[src/rtl/enc_arb_pkg.sv]
// Shared types and code tables for the round-robin encoder arbiter.
// Tables match the downstream gray / one-hot encoders so grant outputs line up with them.
package enc_arb_pkg;

    localparam int NUM_REQ = 7;

    typedef enum logic {
        IDLE  = 1'b0,
        GRANT = 1'b1
    } state_t;

    localparam logic [2:0] GRAY_LUT [8] = '{
        3'b000, 3'b001, 3'b011, 3'b010, 3'b110, 3'b111, 3'b101, 3'b100
    };

    localparam logic [6:0] ONEHOT_LUT [8] = '{
        7'b0000000, 7'b0000001, 7'b0000010, 7'b0000100,
        7'b0001000, 7'b0010000, 7'b0100000, 7'b1000000
    };

endpackage

[src/rtl/rr_pick.sv]
// Rotating priority search: first set requester after 'last', wrapping 7 -> 1.
// Index 0 is never a candidate; pick is 0 when nobody requests.
module rr_pick
    import enc_arb_pkg::*;
(
    input  logic [6:0] req,
    input  logic [2:0] last,
    output logic [2:0] pick,
    output logic       pick_valid
);

    logic [3:0] cand;
    logic [2:0] cand3;

    // Scan from farthest to nearest so the nearest hit overwrites the others.
    always_comb begin
        pick       = 3'd0;
        pick_valid = 1'b0;
        cand       = 4'd0;
        cand3      = 3'd0;
        for (int i = NUM_REQ; i >= 1; i--) begin
            cand = {1'b0, last} + 4'(i);
            if (cand > 4'd7) begin
                cand = cand - 4'd7;
            end
            cand3 = cand[2:0];
            if (req[cand3 - 3'd1]) begin
                pick       = cand3;
                pick_valid = 1'b1;
            end
        end
    end

endmodule

[src/rtl/enc_rr_arbiter.sv]
// Seven-way round-robin arbiter with registered binary, gray and one-hot grant outputs.
// Optional hold-time revoke is compiled in with ENC_ARB_TIMEOUT_EN.
module enc_rr_arbiter
    import enc_arb_pkg::*;
#(
    parameter int MAX_HOLD = 15
) (
    input  logic       clk,
    input  logic       rst_n,
    input  logic [6:0] req,
    output logic [2:0] gnt_idx,
    output logic [2:0] gnt_gray,
    output logic [6:0] gnt_onehot,
    output logic       busy,
    output logic       timeout
);

    state_t     state;
    logic [2:0] last;
    logic [2:0] pick;
    logic       pick_valid;
    logic       held;

    rr_pick u_rr_pick (
        .req        (req),
        .last       (last),
        .pick       (pick),
        .pick_valid (pick_valid)
    );

    // Only meaningful in GRANT, where gnt_idx is never 0.
    assign held = req[gnt_idx - 3'd1];

`ifdef ENC_ARB_TIMEOUT_EN
    logic [7:0] hold_cnt;
`else
    assign timeout = 1'b0;
`endif

    always_ff @(posedge clk or negedge rst_n) begin
        if (!rst_n) begin
            state      <= IDLE;
            last       <= 3'd7;
            gnt_idx    <= 3'd0;
            gnt_gray   <= 3'd0;
            gnt_onehot <= 7'd0;
            busy       <= 1'b0;
`ifdef ENC_ARB_TIMEOUT_EN
            hold_cnt   <= 8'd0;
            timeout    <= 1'b0;
`endif
        end else begin
`ifdef ENC_ARB_TIMEOUT_EN
            timeout <= 1'b0;
`endif
            case (state)
                IDLE: begin
                    if (pick_valid) begin
                        state      <= GRANT;
                        last       <= pick;
                        gnt_idx    <= pick;
                        gnt_gray   <= GRAY_LUT[pick];
                        gnt_onehot <= ONEHOT_LUT[pick];
                        busy       <= 1'b1;
`ifdef ENC_ARB_TIMEOUT_EN
                        hold_cnt   <= 8'd1;
`endif
                    end
                end
                GRANT: begin
                    if (!held) begin
                        state      <= IDLE;
                        gnt_idx    <= 3'd0;
                        gnt_gray   <= 3'd0;
                        gnt_onehot <= 7'd0;
                        busy       <= 1'b0;
`ifdef ENC_ARB_TIMEOUT_EN
                        hold_cnt   <= 8'd0;
                    end else if (hold_cnt == 8'(MAX_HOLD)) begin
                        // Revoked requester stays in 'last', so it ranks lowest next round.
                        state      <= IDLE;
                        gnt_idx    <= 3'd0;
                        gnt_gray   <= 3'd0;
                        gnt_onehot <= 7'd0;
                        busy       <= 1'b0;
                        hold_cnt   <= 8'd0;
                        timeout    <= 1'b1;
                    end else begin
                        hold_cnt   <= hold_cnt + 8'd1;
`endif
                    end
                end
                default: state <= IDLE;
            endcase
        end
    end

endmodule

[config.mk]
export PLATFORM = sky130hd
export DESIGN_NAME = enc_rr_arbiter
export DESIGN_NICKNAME = d
export VERILOG_FILES = /design/src/rtl/enc_arb_pkg.sv /design/src/rtl/rr_pick.sv /design/src/rtl/enc_rr_arbiter.sv
export SDC_FILE = /design/constraint.sdc
export NUM_CORES = 1
export LEC_CHECK = 0
export ABC_AREA = 1
export CAP_MARGIN = 25
export CORE_MARGIN = 10
export CORE_UTILIZATION = 55
export DETAILED_ROUTE_END_ITERATION = 16
export PLACE_DENSITY = 0.88
export SETUP_SLACK_MARGIN = 0.3
export SYNTH_ARGS = -nofsm -noshare
export SYNTH_HDL_FRONTEND = slang
export SYNTH_HIERARCHICAL = 1
export SYNTH_SLANG_ARGS = --single-unit
export TNS_END_PERCENT = 20
[constraint.sdc]
create_clock -name clk -period 5 [get_ports clk]
set_input_delay 0.75 -clock clk [delete_from_list [all_inputs] [get_ports clk]]
set_output_delay 0.75 -clock clk [all_outputs]
set_load 0.005 [all_outputs]
==> out/metrics.csv, run 1 <==
stage,metric,value,unit
timing,fin crit share,81.6,%
synthesis,sequential area share after synthesis,16.9,%
synthesis,Syn Inst Count,426,
critical_path,Crit Path Max Fanout,13,
floorplanning,Starting Density,57.5,%
synthesis,largest area contributor in the netlist,nand2_1,
clock_network,"Hold-fix buffers, CTS",0,
floorplanning,Die Height,87.9,um
timing,fin crit period,4.08,ns
global_route,GR peak layer,met2,
critical_path,Worst Setup Path Type,flop to flop,
synthesis,Synth area leaders,"nand2_1, dfrtp_1, ha_1, nand3_1, inv_1",
timing,Final Skew,0.00708,ns
synthesis,most instantiated cells after synthesis,"nand2_1, inv_1, nand3_1, ha_1, nor2_1",
synthesis,Adder-Cell Fraction of Synth Area,13.3,%
place,Post-DP HPWL,5400,um
place,post-placement cell area,2760,sq um
clock_network,worst-case clock buffer depth,2,
global_route,GR Layer Usage met2,28.2,%
synthesis,post-synthesis compound-gate area fraction,11.6,%
synthesis,main combinational cell family by area after synthesis,simple AND/OR/NAND/NOR gates,
clock_network,clk root buf,clkbuf_8,
drt,routed vias/inst,5.46,
timing,RSZ-0062 raised after global routing,no,
critical_path,"critical path, cell by cell",inv_4 > ha_1 > inv_2 > nand2_1 > nand2_1 > inv_1 > o21ai_0 > inv_1 > ha_1 > inv_1 > nand3_1 > nand2_1 > nand2_1 > nand2_2 > nor4_1 > nand4_1 > nand2_1 > inv_1 > or2_1 > nand2_1 > inv_1,
clock_network,clk sinks,17,
critical_path,WP data arrival,4.23,ns
global_route,initial antenna violation count,0,
synthesis,Yosys warnings,6,
drt,Routed WL,6610,um
drt,Antenna Nets Post-Route,0,
synthesis,"Distinct cells, synth",34,
synthesis,top_reg_cell synth,dfrtp_1,
critical_path,startpoint class of the critical path,flop,
finish,post-route cell area,2810,sq um
finish,fin util,63.7,%
timing,Max transition margin,51.1,%
floorplanning,standard-cell rows,24,
critical_path,CP Capture Type,flop,
synthesis,post-synthesis mux area share,0,%
timing,max-slew violation count,0,
synthesis,"FF+latch count, synth",17,
run,max cap viols,0,
finish,layout cells sized above 1,9.89,%
floorplanning,Die ar.,7730,sq um
drt,vias post-DR,2713,
run_status,status,finished clean,
synthesis,synthesized cell area,2540,sq um
synthesis,syn_nets,462,
global_route,GRT met1 Usage,23.4,%
timing,Setup Viol. Count Final,0,
global_route,met3 Use GR,2.23,%
finish,Antenna Cells,0,
critical_path,Critical Path RT,5.15,ns
synthesis,syn avg cell area,5.96,sq um
drt,iteration-0 DRC count of the detailed router,201,
synthesis,Post-synth EDFFs,0,
synthesis,async set-reset flop share out of synthesis,100,%
critical_path,Top delay family on crit path,simple AND/OR/NAND/NOR gates,
synthesis,post-synth top area share,22.3,%
drt,wire per inst,13.3,um
clock_network,CTS tree,done,
synthesis,most frequent cell after synthesis,nand2_1,
critical_path,CP max stage cell,dfstp_2,
drt,First-pass DRT Iterations,5,
global_route,vias in the first global route,2585,
floorplanning,core area,4410,sq um
timing,setup TNS after final layout,0,ns
clock_network,Clock transition at path regs,0.07,ns
finish,layout net count,482,
critical_path,CP dominant cell by count,nand2_1,
place,PortBufs,22,
timing,fmax,0.245,GHz
clock_network,H-tree depth,1,
finish,FF/Latch Area,429,sq um
global_route,first-pass GRT wire length,11300,um
global_route,All-Layer GR Usage,17.5,%
timing,final hold violation count,0,
synthesis,simple-gate share of the synthesized area,44.6,%
finish,Filler cells,409,
timing,worst slew pin tran,0.732,ns
synthesis,xor-xnor portion of the synthesized cell area,1.04,%
place,GP Congestion,1.01,
finish,area grow syn2layout,10.7,%
clock_network,number of CTS-inserted buffers,3,
finish,footprint of the multi-input gates,1800,sq um
global_route,grt ovf,0,
critical_path,CP peak stage delay,0.74,ns
floorplanning,DIE WIDTH,87.9,um
worst_hold_path,worst hold-check path type,flop to flop,
drt,DRC errors left,0,
clock_network,"Clk Latency, worst-skew pair",0.26,ns
clock_network,postcts setup bufs,0,
clock_network,CTS-repair resized insts,0,
floorplanning,# IOs,24,
global_route,largest net degree at the start of global routing,18,
critical_path,CP Buf/Inv Count,7,
==> logic make-up after synthesis <==
| group | Yosys count |
|---|---|
| other | 1 |
| adders and majority gates | 27 |
| buffers and inverters | 74 |
| AOI/OAI and AO/OA | 50 |
| and+or+nand+nor | 254 |
| xor gates and xnor gates | 3 |
| DFF | 17 |
==> cell type report <==
class,instances,share of cell area [%]
Inverter,67,9.04
Clock inverter,1,0.178
Clock buffer,3,1.47
Tap cell,52,2.32
Timing Repair Buffer,22,7.84
Sequential cell,17,15.3
Multi-Input combinational cell,335,63.9
==> tightest hold or removal path, stage by stage, from the launching register on <==
cell and delay, ns:
dfrtp_1 0.34, nand2_1 0.06, nand2_1 0.05
==> layer usage <==
metal  wire (um)  share of wire [%]  vias up
met2        2900                 44       94
met5           0                  0        -
li1            -                  -     1381
met1        3110                 47     1221
met4         142                2.1        0
met3         453                6.9       17
==> worst paths after layout <==
| path | slack (ns) | cells past startpoint | to | start |
|---|---|---|---|---|
| max | 0.92 | 21 | busy | last[0] |
| min | 0.48 | 2 | gnt_onehot[5] | gnt_onehot[5] |
| max reg2reg | 0.92 | 21 | busy | last[0] |
| min reg2reg | 0.48 | 2 | gnt_onehot[5] | gnt_onehot[5] |
| max in group asynchronous | 3.61 | 1 | busy | rst_n |
| min in group asynchronous | 0.93 | 1 | gnt_onehot[6] | rst_n |
==> sequential cells by signal, indices dropped and copies added (netlist names) <==
| name | count |
|---|---|
| last | 3 |
| busy | 1 |
| gnt_onehot | 7 |
| gnt_idx | 3 |
| state | 1 |
| gnt_gray | 2 |
==> metrics by stage <==
step / worst slack [ns] / cells / hold slack [ns]
after floorplan: 1.64 / 426 / 0.454
after CTS: 0.944 / 497 / 0.479
final: 0.919 / 497 / 0.478
after global routing: 0.581 / 497 / 0.511
after detailed placement: 0.958 / 493 / 0.462
after global placement: 1.01 / 493 / 0.455
==> cells in the final DEF, fill, tap and decap left out <==
cell type / n
nand3_1: 51
nand3b_1: 1
inv_2: 6
clkbuf_8: 3
nor2_1: 22
nand4_1: 3
or2_1: 2
nand2_2: 15
o21bai_2: 1
a21oi_1: 17
a21oi_4: 1
inv_1: 60
nand2_4: 4
clkinv_2: 1
or2_2: 1
o22ai_1: 1
clkdlybuf4s50_1: 22
o21ai_0: 16
nand2_1: 151
xor2_1: 2
nor4_1: 1
ha_1: 27
xnor2_1: 1
o21ai_2: 2
nand3_4: 1
nand3_2: 2
inv_4: 1
dfrtp_1: 14
a21oi_2: 3
o211ai_1: 3
dfstp_2: 3
conb_1: 1
o21ai_1: 6
Power of run 1 is not shown: default switching activity piles up to over one toggle a cycle in this logic, so the estimate is an artifact.
==> run 2: changes to the inputs <==
--- a/config.mk
+++ b/config.mk
@@ -8,9 +8,9 @@
 export ABC_AREA = 1
 export CAP_MARGIN = 25
 export CORE_MARGIN = 10
-export CORE_UTILIZATION = 55
+export CORE_UTILIZATION = 53
 export DETAILED_ROUTE_END_ITERATION = 16
-export PLACE_DENSITY = 0.88
+export PLACE_DENSITY = 0.89
 export SETUP_SLACK_MARGIN = 0.3
 export SYNTH_ARGS = -nofsm -noshare
 export SYNTH_HDL_FRONTEND = slang
==> constraint.sdc (replaced) <==
create_clock -name clk -period 3.7 [get_ports clk]
set_input_delay 0.555 -clock clk [delete_from_list [all_inputs] [get_ports clk]]
set_output_delay 0.555 -clock clk [all_outputs]
set_load 0.005 [all_outputs]
==> run 2 against run 1 <==
- routed wire length rose by 18%
- first-iteration DRC count rose by 75%
- utilization is 4.9 points higher
- non-clock buffer count is 20 higher
- critical path type unchanged
- highest routed layer unchanged
- clock skew decreased by 0.0058 ns
==> out/metrics.csv, run 2 (same netlist as run 1, synthesis figures left out) <==
stage,metric,value,unit
run_status,status,finished clean,
global_route,first-pass GRT wire length,11500,um
timing,setup TNS after final layout,0,ns
timing,Max transition margin,51.0,%
global_route,vias in the first global route,2601,
drt,vias post-DR,3008,
timing,fmax,0.300,GHz
clock_network,worst-case clock buffer depth,2,
critical_path,Crit Path Max Fanout,6,
global_route,initial antenna violation count,0,
clock_network,H-tree depth,1,
global_route,All-Layer GR Usage,17.7,%
critical_path,Critical Path RT,3.89,ns
floorplanning,standard-cell rows,25,
worst_hold_path,worst hold-check path type,flop to flop,
timing,fin crit period,3.34,ns
clock_network,"Clk Latency, worst-skew pair",0.25,ns
place,GP Congestion,1.05,
floorplanning,core area,4690,sq um
critical_path,CP Capture Type,flop,
floorplanning,Die ar.,7950,sq um
place,Post-DP HPWL,5400,um
place,placed insts,504,
timing,worst slew pin tran,0.733,ns
timing,final hold violation count,0,
clock_network,clk root buf,clkbuf_8,
floorplanning,# IOs,24,
finish,post-route cell area,3220,sq um
timing,hold slack,0.470,ns
timing,RSZ-0062 raised after global routing,yes,
finish,Largest regs,"gnt_onehot x7, gnt_idx x3, last x3",
floorplanning,Die Height,89.2,um
clock_network,clk sinks,17,
floorplanning,Starting Density,54.1,%
drt,First-pass DRT Iterations,7,
global_route,grt ovf,0,
clock_network,CTS tree,done,
finish,layout cells sized above 1,22.2,%
clock_network,"Hold-fix buffers, CTS",0,
critical_path,CP max stage cell,dfstp_2,
clock_network,Clock transition at path regs,0.07,ns
place,PortBufs,22,
finish,Largest register FFs,7,
finish,Antenna Cells,0,
critical_path,WP data arrival,3.53,ns
place,post-placement cell area,2830,sq um
global_route,largest net degree at the start of global routing,18,
finish,Final Non-Filler Cells,519,
timing,max-slew violation count,0,
drt,Routed WL,7770,um
critical_path,startpoint class of the critical path,flop,
drt,iteration-0 DRC count of the detailed router,352,
finish,"Most flops, register",gnt_onehot,
clock_network,number of CTS-inserted buffers,3,
drt,wire per inst,15.0,um
drt,Antenna Nets Post-Route,0,
drt,routed vias/inst,5.80,
critical_path,CP dominant cell by count,nand2_1,
finish,area grow syn2layout,26.7,%
finish,"most common cell after layout, fill and taps aside",nand2_1,
finish,layout net count,502,
finish,"commonest cells after routing, fill and taps aside","nand2_1, inv_1, nand3_1",
drt,DRC errors left,0,
run,max cap viols,0,
timing,Final Skew,0.00125,ns
floorplanning,DIE WIDTH,89.2,um
timing,fin crit share,90.2,%
timing,Setup Viol. Count Final,0,
critical_path,CP peak stage delay,0.59,ns
critical_path,Worst Setup Path Type,flop to flop,
run 2: worst paths after layout:
kind | depth (start not counted) | from | slack [ns] | to
worst max-delay path | 27 | last[0] | 0.36 | gnt_onehot[5]
worst min-delay path | 2 | gnt_onehot[2] | 0.47 | gnt_onehot[2]
worst max register to register | 27 | last[0] | 0.36 | gnt_onehot[5]
worst min register to register | 2 | gnt_onehot[2] | 0.47 | gnt_onehot[2]
max in group asynchronous | 1 | rst_n | 2.50 | gnt_onehot[0]
min in group asynchronous | 1 | rst_n | 0.74 | gnt_idx[0]
run 2: cell type report:
class | instances | area (sq um)
fillers | 345 | 1480
flip-flops and latches | 17 | 429
clock inverters | 1 | 5.00
multi-input cells | 335 | 2020
clock buffers | 3 | 41.3
well taps | 54 | 67.6
repair buffers | 42 | 394
inverters | 67 | 262
run 2: worst max-delay path, delay by kind of cell (launching register included):
kind,cells,cell delay (ns)
compound gates,1,0.17
fa+ha+maj,3,0.68
buf+inv,7,0.50
flops,1,0.59
simple gates,16,1.33
run 2: through the flow:
step	utilization (%)	setup slack [ns]
3_3_place_gp	60.4	0.269
3_5_place_dp	60.4	0.153
4_1_cts	62.0	0.304
2_1_floorplan	-	0.345
6_report	68.5	0.364
5_1_grt	68.5	0.221
run 2: routing by layer:
layer,up-vias,global-route usage (%),wire length [um]
met5,-,0,0
met4,0,6.36,289
met3,41,1.19,692
met2,187,29.8,3620
met1,1355,23.0,3170
li1,1425,-,-
run 2: repair_timing:
action                     in CTS  in global routing
resized for setup               7                 58
setup buffers                   0                 11
setup endpoints to repair      13                 17
pin swaps                       0                 16
Power of run 2 is left out for the same reason.
==> run 3: changes to the inputs <==
--- a/config.mk
+++ b/config.mk
@@ -5,7 +5,6 @@
 export SDC_FILE = /design/constraint.sdc
 export NUM_CORES = 1
 export LEC_CHECK = 0
-export ABC_AREA = 1
 export CAP_MARGIN = 25
 export CORE_MARGIN = 10
 export CORE_UTILIZATION = 53
==> run 3 against run 2 <==
- the flow now finishes with violations (negative setup slack)
- setup slack worse by 0.72 ns
- utilization is 18 points higher
- synthesized cell count is 38% lower
- first-iteration DRC count is 30% higher
- worst hold slack better by 0.12 ns
==> out/metrics.csv, run 3 <==
stage,metric,value,unit
run_status,status,finished with violations,
run_status,failing checks,negative setup slack,
drt,First-pass DRT Iterations,5,
floorplanning,core area,4410,sq um
drt,vias post-DR,2814,
global_route,vias in the first global route,2589,
timing,fmax,0.246,GHz
global_route,largest net degree at the start of global routing,27,
finish,layout net count,387,
place,placed insts,368,
timing,Setup WS post-layout,-0.361,ns
finish,fin util,86.4,%
timing,Max transition margin,30.2,%
floorplanning,# IOs,24,
synthesis,syn avg cell area,9.37,sq um
critical_path,Critical Path RT,3.81,ns
clock_network,clk root buf,clkbuf_8,
floorplanning,Starting Density,55.6,%
clock_network,CTS tree,done,
critical_path,Worst Setup Path Type,flop to flop,
critical_path,R2R cell count,17,
finish,Final Non-Filler Cells,402,
global_route,first-pass GRT wire length,13900,um
timing,Setup Viol. Count Final,17,
synthesis,"FF+latch count, synth",17,
worst_hold_path,hold depth,2,
timing,final hold violation count,0,
global_route,All-Layer GR Usage,23.0,%
floorplanning,Die ar.,7750,sq um
synthesis,most frequent cell after synthesis,nand2_1,
worst_hold_path,worst min-delay path startpoint,gnt_onehot[1],
global_route,grt ovf,0,
finish,Largest register FFs,7,
synthesis,synthesized cell area,2450,sq um
floorplanning,Die Height,88.1,um
floorplanning,standard-cell rows,24,
finish,"most common cell after layout, fill and taps aside",buf_4,
place,Post-DP HPWL,5470,um
critical_path,CP max stage cell,dfstp_2,
synthesis,"Distinct cells, synth",55,
global_route,initial antenna violation count,0,
clock_network,"Hold-fix buffers, CTS",0,
drt,routed vias/inst,7.00,
synthesis,Post-synth EDFFs,0,
finish,layout cells sized above 1,48.3,%
run,max cap viols,0,
synthesis,Yosys warnings,6,
floorplanning,DIE WIDTH,88.1,um
timing,fin crit period,4.06,ns
place,PortBufs,22,
clock_network,number of CTS-inserted buffers,3,
critical_path,CP dominant cell by count,buf_4,
finish,area grow syn2layout,55.4,%
synthesis,most instantiated cells after synthesis,"nand2_1, ha_1, mux2i_1, inv_1, dfrtp_1",
drt,iteration-0 DRC count of the detailed router,456,
drt,wire per inst,27.5,um
timing,RSZ-0062 raised after global routing,yes,
timing,max-slew violation count,0,
finish,"Most flops, register",gnt_onehot,
clock_network,"Clk Latency, worst-skew pair",0.27,ns
critical_path,startpoint class of the critical path,flop,
synthesis,Syn Inst Count,262,
synthesis,top_reg_cell synth,dfrtp_1,
clock_network,clk sinks,17,
timing,hold slack,0.595,ns
clock_network,Clock transition at path regs,0.09,ns
finish,"commonest cells after routing, fill and taps aside","buf_4, nand2_1, clkdlybuf4s50_1",
finish,Largest regs,"gnt_onehot x7, gnt_idx x3, last x3",
critical_path,Levels on crit path,17,
critical_path,Crit Path Max Fanout,10,
finish,Filler cells,178,
critical_path,CP Capture Type,flop,
synthesis,Synth area leaders,"dfrtp_1, ha_1, mux2i_1, mux4_2, o22ai_2",
drt,Antenna Nets Post-Route,0,
synthesis,post-synth top area share,14.3,%
drt,DRC errors left,0,
critical_path,launch point of the critical path,last[1],
clock_network,worst-case clock buffer depth,2,
clock_network,H-tree depth,1,
timing,worst slew pin tran,1.05,ns
critical_path,FF-to-FF setup slack,-0.36,ns
worst_hold_path,worst hold-check path type,flop to flop,
critical_path,r2r startpoint,last[1],
place,GP Congestion,1.02,
synthesis,sequential area share after synthesis,17.5,%
critical_path,CP Buf/Inv Count,5,
finish,Antenna Cells,0,
timing,Final Skew,0.0128,ns
drt,Routed WL,11000,um
critical_path,WP data arrival,4.17,ns
synthesis,syn_nets,298,
critical_path,"critical path, cell by cell",buf_4 > ha_4 > nand2b_4 > xnor2_4 > ha_4 > inv_4 > mux4_2 > mux2i_4 > buf_4 > buf_4 > o211ai_1 > nor3_2 > a21oi_2 > buf_6 > xor2_1 > mux2i_1 > o22ai_2,
critical_path,Top delay family on crit path,multiplexers,
timing,fin crit share,110,%
timing,setup TNS after final layout,-3.79,ns
synthesis,largest area contributor in the netlist,dfrtp_1,
critical_path,CP peak stage delay,0.60,ns
synthesis,async set-reset flop share out of synthesis,100,%
## run 3: cell types whose count changed after synthesis, sizes merged, moves of 9 or more
cell	change
mux4	+9
mux2i	+25
nand3	-48
a21oi	-15
inv	-46
nor2b	+10
o22ai	+11
nor2	-12
nand2	-141
xnor2	+12
o21ai	-13
## run 3: final timing paths
check                           endpoint
min                        gnt_onehot[1]
max in group asynchronous     gnt_idx[0]
min reg2reg                gnt_onehot[1]
min in group asynchronous  gnt_onehot[5]
max                          gnt_gray[1]
max reg2reg                  gnt_gray[1]
## run 3: per-stage QoR
step                      setup WS, ns  instance area (sq um)
after floorplan                -0.0707                   2610
after global placement         -0.0673                   3170
after detailed placement        -0.151                   3170
after CTS                      -0.0653                   3560
after global routing            -0.427                   3810
final                           -0.361                   3810
## run 3: kinds of logic (layout without fill, tap and decap cells)
kind of cell | count (synthesis) | count (layout) | synth area share [%]
compound gates | 55 | 55 | 17.8
other cells | 1 | 1 | 0.153
fa+ha+maj | 27 | 27 | 13.8
mux | 39 | 39 | 21.7
flops | 17 | 17 | 17.5
xor+xnor | 20 | 20 | 9.23
buf+inv | 35 | 123 | 6.52
simple gates | 68 | 68 | 13.3
## run 3: cell type report
class	count	area [sq um]	share of cell area, %
clock buffers	4	45.0	1.18
flip-flops and latches	17	429	11.2
multi-input cells	210	2330	61.0
inverters	21	95.1	2.49
well taps	52	65.1	1.71
repair buffers	98	853	22.4
## run 3: timing repair
action,CTS,global route
setup endpoints to repair,17,17
pin swaps,16,21
buffers inserted,18,12
resized for setup,41,38
## run 3: routing by layer
layer / up-vias / part of all wire [%] / GRT usage, %
met2: 249 / 45 / 38.7
met1: 1356 / 36 / 26.9
met4: 0 / 7.9 / 10.1
met5: - / 0 / 0
li1: 1123 / - / -
met3: 86 / 10 / 6.04
## run 3: worst min-delay path: cells and delay by family, from the launching register on
| kind | cells | cell delay [ns] |
|---|---|---|
| simple gates | 1 | 0.08 |
| flops | 1 | 0.41 |
| compound gates | 1 | 0.07 |
Power of run 3 is left out for the same reason.
